$ cat config.mk
export PLATFORM = sky130hd
export DESIGN_NAME = if_stage_flat
export DESIGN_NICKNAME = d
export VERILOG_FILES = /design/src/rtl/riscv_pkg.sv /design/src/rtl/if_stage_if.sv /design/src/rtl/instr_mem.sv /design/src/rtl/if_stage.sv /design/src/flat_wrapper.sv
export SDC_FILE = /design/constraint.sdc
export NUM_CORES = 2
export LEC_CHECK = 0
export ABC_AREA = 1
export ABC_CLOCK_PERIOD_IN_PS = 12540
export CAP_MARGIN = 20
export CORE_MARGIN = 3
export CORE_UTILIZATION = 55
export CTS_BUF_LIST = sky130_fd_sc_hd__clkbuf_2
export DETAILED_ROUTE_END_ITERATION = 10
export PLACE_DENSITY = 0.73
export SETUP_SLACK_MARGIN = 0.02
export SKIP_CTS_REPAIR_TIMING = 1
export SLEW_MARGIN = 20
export SYNTH_ARGS = -nofsm -noshare
export SYNTH_HDL_FRONTEND = slang
export SYNTH_SLANG_ARGS = --single-unit
$ cat constraint.sdc
create_clock -name clk -period 12.54 [get_ports clk]
set_input_delay 1.254 -clock clk [delete_from_list [all_inputs] [get_ports clk]]
set_output_delay 1.254 -clock clk [all_outputs]
set_load 0.005 [all_outputs]
$ cat src/rtl/riscv_pkg.sv
// Shared RV64 definitions for the fetch/decode slice: widths, the canonical
// NOP, the IF/ID slot layout and the fetch-fault reason codes.
package riscv_pkg;

  localparam int XLEN = 64;
  localparam int ILEN = 32;

  localparam logic [ILEN-1:0] NOP_INSTR = 32'h0000_0013;  // addi x0, x0, 0

  // Why a fetch faulted; not driven yet, kept so later fault reporting
  // slots in without touching the package users.
  typedef enum logic [1:0] {
    FAULT_NONE     = 2'd0,
    FAULT_MISALIGN = 2'd1,
    FAULT_RANGE    = 2'd2
  } fetch_fault_e;

  typedef struct packed {
    logic [XLEN-1:0] pc;
    logic [XLEN-1:0] pc_plus4;
    logic [ILEN-1:0] instr;
    logic            valid;
  } if_id_t;

  // Empty pipeline slot: NOP, not valid, PC fields cleared.
  function automatic if_id_t if_id_bubble();
    if_id_t b;
    b.pc       = '0;
    b.pc_plus4 = '0;
    b.instr    = NOP_INSTR;
    b.valid    = 1'b0;
    return b;
  endfunction

endpackage

$ cat src/rtl/if_stage_if.sv
// Fetch-stage bundle: redirect/hazard controls, imem load port, IF/ID outputs.
interface if_stage_if #(
  parameter int IMEM_DEPTH = 64
);
  localparam int AW = $clog2(IMEM_DEPTH);

  logic        stall;
  logic        flush;
  logic        branch_taken;
  logic [63:0] branch_target;
  logic        imem_we;
  logic [AW-1:0] imem_waddr;
  logic [31:0] imem_wdata;

  logic [63:0] pc;
  logic [63:0] if_id_pc;
  logic [63:0] if_id_pc_plus4;
  logic [31:0] if_id_instr;
  logic        if_id_valid;
  logic        fetch_fault;

  modport master (
    output stall, flush, branch_taken, branch_target,
           imem_we, imem_waddr, imem_wdata,
    input  pc, if_id_pc, if_id_pc_plus4, if_id_instr, if_id_valid, fetch_fault
  );

  modport slave (
    input  stall, flush, branch_taken, branch_target,
           imem_we, imem_waddr, imem_wdata,
    output pc, if_id_pc, if_id_pc_plus4, if_id_instr, if_id_valid, fetch_fault
  );
endinterface

$ cat src/rtl/instr_mem.sv
// Instruction memory: async read for same-cycle fetch, sync write for loading.
// Not reset; contents survive a pipeline reset.
module instr_mem #(
  parameter int DEPTH = 64,
  localparam int AW = $clog2(DEPTH)
) (
  input  logic          clk,
  input  logic          we,
  input  logic [AW-1:0] waddr,
  input  logic [31:0]   wdata,
  input  logic [AW-1:0] raddr,
  output logic [31:0]   rdata
);
  logic [31:0] mem [DEPTH];

  // Load port; a read of the same word this cycle still sees the old data.
  always_ff @(posedge clk) begin
    if (we) mem[waddr] <= wdata;
  end

  assign rdata = mem[raddr];
endmodule

$ cat src/rtl/if_stage.sv
// Instruction fetch: PC register, next-PC priority, fetch legality check,
// IF/ID pipeline register and sticky fetch-fault flag.
module if_stage
  import riscv_pkg::*;
#(
  parameter logic [XLEN-1:0] RESET_PC   = '0,
  parameter int              IMEM_DEPTH = 64
) (
  input  logic   clk,
  input  logic   reset,
  if_stage_if.slave bus
);
  localparam int AW = $clog2(IMEM_DEPTH);

  logic [XLEN-1:0] pc_q, pc_d, pc_plus4;
  if_id_t          if_id_q, if_id_d;
  logic            fault_q, fault_d;
  logic [ILEN-1:0] fetch_word;
  logic            fetch_legal;
  logic            fault_set;

  // Local +4; the datapath adder is not shared.
  assign pc_plus4 = pc_q + 64'd4;

  // Word aligned and inside the memory image.
  assign fetch_legal = (pc_q[1:0] == 2'b00) && (pc_q[XLEN-1:AW+2] == '0);

  instr_mem #(.DEPTH(IMEM_DEPTH)) u_imem (
    .clk   (clk),
    .we    (bus.imem_we),
    .waddr (bus.imem_waddr),
    .wdata (bus.imem_wdata),
    .raddr (pc_q[AW+1:2]),
    .rdata (fetch_word)
  );

  // Next-PC and IF/ID selection. The PC freezes on the same edge the fault
  // is latched, so it stays parked on the offending address.
  always_comb begin
    fault_set = !fetch_legal && !bus.branch_taken && !bus.flush && !bus.stall;
    fault_d   = fault_q | fault_set;

    pc_d = pc_plus4;
    if (fault_q || fault_set) pc_d = pc_q;
    else if (bus.branch_taken) pc_d = bus.branch_target;
    else if (bus.stall)        pc_d = pc_q;

    if_id_d = if_id_q;
    if (bus.branch_taken || bus.flush) begin
      if_id_d = if_id_bubble();
    end else if (bus.stall) begin
      if_id_d = if_id_q;
    end else if (!fetch_legal || fault_q) begin
      if_id_d = if_id_bubble();
    end else begin
      if_id_d.pc       = pc_q;
      if_id_d.pc_plus4 = pc_plus4;
      if_id_d.instr    = fetch_word;
      if_id_d.valid    = 1'b1;
    end
  end

  // State registers, synchronous reset.
  always_ff @(posedge clk) begin
    if (reset) begin
      pc_q    <= RESET_PC;
      if_id_q <= if_id_bubble();
      fault_q <= 1'b0;
    end else begin
      pc_q    <= pc_d;
      if_id_q <= if_id_d;
      fault_q <= fault_d;
    end
  end

  assign bus.pc             = pc_q;
  assign bus.if_id_pc       = if_id_q.pc;
  assign bus.if_id_pc_plus4 = if_id_q.pc_plus4;
  assign bus.if_id_instr    = if_id_q.instr;
  assign bus.if_id_valid    = if_id_q.valid;
  assign bus.fetch_fault    = fault_q;
endmodule

$ cat src/flat_wrapper.sv
// flat-port wrapper written by rule: the top's interface ports become plain ports
module if_stage_flat import riscv_pkg::*;
#(
  parameter logic [XLEN-1:0] RESET_PC   = '0,
  parameter int              IMEM_DEPTH = 64
)
  (clk, reset, bus_stall, bus_flush, bus_branch_taken, bus_branch_target, bus_imem_we, bus_imem_waddr, bus_imem_wdata, bus_pc, bus_if_id_pc, bus_if_id_pc_plus4, bus_if_id_instr, bus_if_id_valid, bus_fetch_fault);
  if_stage_if #(.IMEM_DEPTH(IMEM_DEPTH)) bus_i ();
  input  logic clk;
  input  logic reset;
  input wire logic [$bits(bus_i.stall)-1:0] bus_stall;
  input wire logic [$bits(bus_i.flush)-1:0] bus_flush;
  input wire logic [$bits(bus_i.branch_taken)-1:0] bus_branch_taken;
  input wire logic [$bits(bus_i.branch_target)-1:0] bus_branch_target;
  input wire logic [$bits(bus_i.imem_we)-1:0] bus_imem_we;
  input wire logic [$bits(bus_i.imem_waddr)-1:0] bus_imem_waddr;
  input wire logic [$bits(bus_i.imem_wdata)-1:0] bus_imem_wdata;
  output wire logic [$bits(bus_i.pc)-1:0] bus_pc;
  output wire logic [$bits(bus_i.if_id_pc)-1:0] bus_if_id_pc;
  output wire logic [$bits(bus_i.if_id_pc_plus4)-1:0] bus_if_id_pc_plus4;
  output wire logic [$bits(bus_i.if_id_instr)-1:0] bus_if_id_instr;
  output wire logic [$bits(bus_i.if_id_valid)-1:0] bus_if_id_valid;
  output wire logic [$bits(bus_i.fetch_fault)-1:0] bus_fetch_fault;
  assign bus_i.stall = bus_stall;
  assign bus_i.flush = bus_flush;
  assign bus_i.branch_taken = bus_branch_taken;
  assign bus_i.branch_target = bus_branch_target;
  assign bus_i.imem_we = bus_imem_we;
  assign bus_i.imem_waddr = bus_imem_waddr;
  assign bus_i.imem_wdata = bus_imem_wdata;
  assign bus_pc = bus_i.pc;
  assign bus_if_id_pc = bus_i.if_id_pc;
  assign bus_if_id_pc_plus4 = bus_i.if_id_pc_plus4;
  assign bus_if_id_instr = bus_i.if_id_instr;
  assign bus_if_id_valid = bus_i.if_id_valid;
  assign bus_fetch_fault = bus_i.fetch_fault;
  if_stage #(.RESET_PC(RESET_PC), .IMEM_DEPTH(IMEM_DEPTH)) u_core (.clk(clk), .reset(reset), .bus(bus_i));
endmodule
==> results.txt <==
Max stage delay on crit path: 880 ps
Mapped Nets: 8236
Core box area: 0.1652 mm^2
RePlAce Congestion: 0.9290
Min-Delay Path Class: input port to flip-flop
Crit-path cells: inv_8, buf_4, buf_4, nand2_1, nand3_1, nand3_1, nand3_1, nand3_1, nand3_1, nand3_1, nand2_1
Share of the synthesized area in the top cell type: 67.23%
CP endpoint kind: flip-flop
Post-DP HPWL: 147700 um
Clock Tree Root: clkbuf_2
Die area: 0.1712 mm^2
TritonCTS clock tree: done
Yosys cell types: 34
Crit-path max FO: 173
Clk Latency, worst-skew pair: 1810 ps
Initial Utilization: 55.38%
Final setup fails: 0
Area contributors post-synth: edfxtp_1 (67%), nand3_1 (11%), nand2_1 (11%), dfxtp_1 (5.0%), nor2_1 (1.6%)
Min cycle time layout: 4700 ps
First-pass GRT wire length: 398400 um
Drt wl/cell: 24.25 um
DR pass1 iterations: 7
Power Dens Cells: 143.3 mW/mm^2
Relative slew slack: 18.87%
CTS sink cnt: 2278
LEAKAGE: 0.03652 uW
I/O Buffers: 333
Post-synth EDFFs: 2048
Worst-Margin Slew: 1217 ps
Share of cells above drive strength 1: 12.60%
Total GRT Usage: 31.33%
H-tree depth: 6
Final worst-path cycle share: 37.48%
Critical path class: flip-flop to flip-flop
Crit path DAT: 6410 ps
Vias/cell: 5.971
FF-to-FF path depth: 11
Reg2reg end: u_core.bus.if_id_instr[27]$_SDFFE_PP0N_
Min Hold Slack: 116.1 ps
Global route overflow: 0
Io pins: 334
Critical Path Sink: u_core.bus.if_id_instr[27]$_SDFFE_PP0N_
Hold Vio Cnt, Final: 0
Post-route setup TNS: 0 ps
Asr flop ratio synth: 0%
WL final: 272600 um
Seq cells post-synth: 2278
Vias in the first global route: 64250
Largest net degree at the start of global routing: 194
Post-Syn Instances: 8127
Clk buf depth: 4
Clk slew on worst S/H paths: 110 ps
Status: finished clean
Dominant synthesized flop cell: edfxtp_1
Number of cell rows: 149
Syn avg cell area: 11.26 um^2
Die height: 413.8 um
Chip Width: 413.8 um
TritonCTS Buffers: 572
DRC errors left: 0
RSZ-0062 raised after global routing: no
Clock Skews: 132.4 ps
CP most frequent cell: nand3_1
Max-Cap Viols: 0
Initial drt markers: 10050
NumNets Final: 8789
Post-synthesis cell area: 0.09147 mm^2
Syn. warnings: 0
Routed Antenna Nets: 0
Maximum VDD drop: 103.5 uV
CP Launch Type: flip-flop
Via count: 67130
CP required: 14250 ps
Pins Over Slew Limit: 0
Area grow syn2layout: 11.63%
Filler cell count: 12970
Initial antenna violation count: 21
Synth area leader: edfxtp_1
Slowest cell on crit path: buf_4
F_max: 0.2127 GHz
R2r setup slk: 7840 ps
Sequential area share after synthesis: 72.27%
registers in the layout (all words and copies together) (netlist names), named ones only:
signal	cells
u_core.u_imem.mem	2048
u_core.bus.if_id_pc_plus4	64
u_core.bus.if_id_instr	32
u_core.bus.if_id_pc	62
u_core.bus.pc	64
u_core.bus.if_id_valid	1
u_core.bus.fetch_fault	1
area by class of cell:
| type | instances | area, um^2 | share of cell area, % |
|---|---|---|---|
| antenna | 14 | 35.03 | 0.03431 |
| clock buffer | 814 | 4074 | 3.990 |
| clock inverter | 120 | 735.7 | 0.7205 |
| inverter | 64 | 270.3 | 0.2647 |
| multi-input combinational | 5265 | 23360 | 22.88 |
| sequential | 2278 | 66120 | 64.75 |
| tap | 2189 | 2739 | 2.682 |
| timing repair buffer | 499 | 4773 | 4.675 |
metal layers:
layer | GRT usage [%] | part of all wire [%] | vias up
li1 | - | - | 29890
met1 | 41.86 | 37 | 31920
met2 | 47.99 | 46 | 4559
met3 | 6.912 | 12 | 762
met4 | 17.35 | 5.4 | 8
met5 | 0 | 0.019 | -
how the worst min path moves through the flow:
| stage | start | endpoint | slack, ps | cells after the start |
|---|---|---|---|---|
| floorplan | u_core.bus.if_id_pc[10]$_SDFFE_PP0N_ | u_core.bus.if_id_pc[10]$_SDFFE_PP0N_ | 440 | 2 |
| global placement | u_core.bus.if_id_pc_plus4[17]$_SDFFE_PP0N_ | u_core.bus.if_id_pc_plus4[17]$_SDFFE_PP0N_ | 430 | 2 |
| detailed placement | u_core.bus.if_id_pc[62]$_SDFFE_PP0N_ | u_core.bus.if_id_pc[62]$_SDFFE_PP0N_ | 430 | 2 |
| CTS | bus_stall | u_core.bus.if_id_pc[23]$_SDFFE_PP0N_ | -360 | 3 |
| global route | bus_imem_wdata[13] | u_core.u_imem.mem[16][13]$_DFFE_PP_ | -20 | 2 |
| finish | bus_imem_wdata[13] | u_core.u_imem.mem[16][13]$_DFFE_PP_ | 120 | 2 |
metrics by stage:
stage | power (uW) | setup slack [ps] | utilization, % | std cells | instance area (um^2)
6_report | 14640 | 7840 | 61.82 | 11240 | 102100
5_1_grt | 15230 | 7752 | 61.82 | 11240 | 102100
4_1_cts | 14680 | 7960 | 61.60 | 11210 | 101700
3_5_place_dp | 9965 | 7754 | 58.69 | 10280 | 96940
3_3_place_gp | 9933 | 7791 | 58.60 | 10270 | 96790
2_1_floorplan | 9369 | 7156 | - | 8127 | 91470
critical path, delay by kind of cell, from the launching register on:
| kind | cells | cell delay, ps |
|---|---|---|
| buf+inv | 3 | 2490 |
| simple gates | 8 | 1350 |
| flops | 1 | 540 |
logic make-up (layout without fill, tap and decap cells):
logic type      after synthesis  after routing  share of synthesized area, %
compound gates              117            117                        0.6935
xor+xnor                     32             32                        0.3064
fa+ha+maj                     1              1                       0.01368
buf+inv                     584           1497                         2.721
flops                      2278           2278                         72.27
other cells                   0             14                             0
simple gates               5115           5115                         24.00
synthesized netlist by cell type (2+ instances only):
library cell	number
nand2_1	2593
nand3_1	2058
edfxtp_1	2048
nor2_1	400
clkbuf_1	236
dfxtp_1	230
buf_2	180
buf_1	92
o21ai_0	60
inv_1	59
a21oi_1	37
nand4_1	29
xor2_1	22
o21bai_1	11
xnor2_1	10
nor3_1	9
nor4_1	8
buf_6	7
buf_4	5
inv_2	5
nor2_2	5
or2_2	5
a22o_1	4
a21o_1	2
nor3_2	2
o21ai_1	2
report_power, final:
part	switching, uW	total, uW	internal [uW]
Sequential	74.4	8390	8320
Combinational	1060	1440	379
Clock	2890	4810	1920
placed cells by master, fill, tap and decap left out, types with 11 or more instances in the layout:
| master | count |
|---|---|
| nand2_1 | 2593 |
| edfxtp_1 | 2048 |
| clkdlybuf4s50_1 | 299 |
| buf_2 | 32 |
| dfxtp_1 | 224 |
| buf_12 | 16 |
| inv_2 | 16 |
| inv_1 | 57 |
| nand3_1 | 2058 |
| clkbuf_2 | 814 |
| xor2_1 | 22 |
| nand4_1 | 29 |
| o21ai_0 | 60 |
| diode_2 | 14 |
| nor2_1 | 343 |
| nor2_4 | 59 |
| a21oi_1 | 37 |
| buf_4 | 139 |
| o21bai_1 | 11 |
| clkinv_1 | 86 |
(Power assumes the default switching activity.)
==> patch: new RTL, same settings <==
`IMEM_DEPTH` is set to 64 in 3 places; all go to 32.
--- a/src/rtl/if_stage_if.sv
+++ b/src/rtl/if_stage_if.sv
@@ -1,6 +1,6 @@
 // Fetch-stage bundle: redirect/hazard controls, imem load port, IF/ID outputs.
 interface if_stage_if #(
-  parameter int IMEM_DEPTH = 64
+  parameter int IMEM_DEPTH = 32
 );
   localparam int AW = $clog2(IMEM_DEPTH);
 
--- a/src/rtl/if_stage.sv
+++ b/src/rtl/if_stage.sv
@@ -4,7 +4,7 @@
   import riscv_pkg::*;
 #(
   parameter logic [XLEN-1:0] RESET_PC   = '0,
-  parameter int              IMEM_DEPTH = 64
+  parameter int              IMEM_DEPTH = 32
 ) (
   input  logic   clk,
   input  logic   reset,
--- a/src/flat_wrapper.sv
+++ b/src/flat_wrapper.sv
@@ -2,7 +2,7 @@
 module if_stage_flat import riscv_pkg::*;
 #(
   parameter logic [XLEN-1:0] RESET_PC   = '0,
-  parameter int              IMEM_DEPTH = 64
+  parameter int              IMEM_DEPTH = 32
 )
   (clk, reset, bus_stall, bus_flush, bus_branch_taken, bus_branch_target, bus_imem_we, bus_imem_waddr, bus_imem_wdata, bus_pc, bus_if_id_pc, bus_if_id_pc_plus4, bus_if_id_instr, bus_if_id_valid, bus_fetch_fault);
   if_stage_if #(.IMEM_DEPTH(IMEM_DEPTH)) bus_i ();
Interface: changed (resized bus_imem_waddr); port bits go from 334 to 333. No check against the original RTL was run, so the function may have changed too.
==> patch against the unedited design <==
Non-clock buffer count fell by 106. Setup slack improved by 0.78 ns. Count of clock-buffer cells in the layout fell by 352. Critical path depth decreased by 10. Synthesized area down 45%. Via count fell by 44%. Sequential power shrank 45%. Power fell by 44%. Sequential cell count decreased by 1025. Design area is 43% lower. Wire length decreased by 47%. Largest cell class unchanged. Largest power group unchanged. Highest routed layer unchanged.
==> patch: results (changes against the unedited design) <==
| Metric | Value |
|---|---|
| #MultiIn Comb | 3047 (was 5265) |
| Routed via count | 37800 (was 67100) |
| Gate Count Post-Synth | 4699 (was 8127) |
| Worst Setup EP | bus_pc[24] (was u_core.bus.if_id_instr[27]) |
| R2r endpoint | u_core.bus.if_id_instr[17] (was u_core.bus.if_id_instr[27]) |
| Largest register FFs | 1024 (was 2048) |
| Post-synth EDFFs | 1024 (was 2048) |
| Footprint of the multi-input gates | 13900 sq um (was 23400 sq um) |
| Critical Path Fanout Max | 7 (was 173) |
| Layout cells sized above 1 | 11.8% (was 12.6%) |
| Slowest library cell on the worst path | dfxtp_1 (was buf_4) |
| Peak VDD IR | 0.0000881 V (was 0.000104 V) |
| Leakage | 0.0208 uW (was 0.0365 uW) |
| Nonclk buf count | 393 (was 499) |
| DP HPWL | 82300 um (was 148000 um) |
| Met2 Resource Use GR | 47.8% (was 48.0%) |
| Crit-path leading delay family | flip-flops (was buffers and inverters) |
| Layout Skew | 0.186 ns (was 0.132 ns) |
| Worst skew pair latency | 1.50 ns (was 1.81 ns) |
| First-pass GRT wire length | 216000 um (was 398000 um) |
| End of the worst hold path | u_core.u_imem.mem[6][9] (was u_core.u_imem.mem[16][13]) |
| Largest net degree at the start of global routing | 209 (was 194) |
| Net count reported at finish | 5238 (was 8789) |
| Placed cell count | 5978 (was 10300) |
| Avg WL per Cell | 22.1 um (was 24.2 um) |
| Outcome | complete, no violations (unchanged) |
| Synth top area share | 60.7% (was 67.2%) |
| Final hold slack | 0.264 ns (was 0.116 ns) |
| Drt initial violations | 4663 (was 10100) |
| Depth of the most critical reg-to-reg path | 10 (was 11) |
| Buffers on Ports | 332 (was 333) |
| Drt first pass iters | 9 (was 7) |
| Max stage delay on crit path | 0.69 ns (was 0.88 ns) |
| Inverters | 113 (was 64) |
| RD Place Congestion | 0.997 (was 0.929) |
| Int Power | 5900 uW (was 10600 uW) |
| Worst relative slew slack | 14.9% (was 18.9%) |
| Synth cell types | 35 (was 34) |
| Met3 usage | 5.65% (was 6.91%) |
| Synth area leaders | edfxtp_1, nand2_1, dfxtp_1, nand3_1, a21oi_1 (was edfxtp_1, nand3_1, nand2_1, dfxtp_1, nor2_1) |
| Seq_cells | 1253 (was 2278) |
| Vias in the first global route | 36400 (was 64200) |
| Initial antenna violation count | 6 (was 21) |
| Clk_buf instances | 462 (was 814) |
| Synth top cells by count | nand2_1, edfxtp_1, nand3_1, nor2_1, a21oi_1 (was nand2_1, nand3_1, edfxtp_1, nor2_1, clkbuf_1) |
| Finished Layout Cells | 6535 (was 11200) |
| H-tree depth | 5 (was 6) |
| Antenna diodes | 9 (was 14) |
| Met2 WL | 68100 um (was 125000 um) |
| Sequential Area | 35400 sq um (was 66100 sq um) |
| Hold_sp | bus_imem_wdata[9] (was bus_imem_wdata[13]) |
[patch: cell types whose count changed in the layout (fill, tap and decap cells not counted), sizes merged, moves of 50 or more]
cell,delta
a21oi,+332
a22oi,+135
buf,-108
clkbuf,-352
edfxtp,-1024
nand2,-1169
nand3,-1568
o21ai,+50
[patch: stage by stage]
step	setup slack (ns)	cell area (sq um)	total power (uW)	util, %
after detailed placement	8.33	55000	5560	60.7
after global routing	8.49	57800	8510	63.7
after global placement	8.32	54900	5540	60.5
final	8.62	57800	8140	63.7
after CTS	8.44	57800	8180	63.7
after floorplan	9.21	50600	5220	-
[patch: cell families (layout without fill, tap and decap cells)]
kind of cell             Yosys count  in the layout  share of synthesized area, %
buffers and inverters            399           1050                          3.29
adder cells (fa/ha/maj)            1              1                        0.0247
multiplexers                      12             12                         0.237
other                              0              9                             0
AO/OA/AOI/OAI                    640            640                          7.11
flip-flops                      1253           1253                          69.8
XOR/XNOR                          25             25                         0.432
AND/OR/NAND/NOR                 2369           2369                          19.1
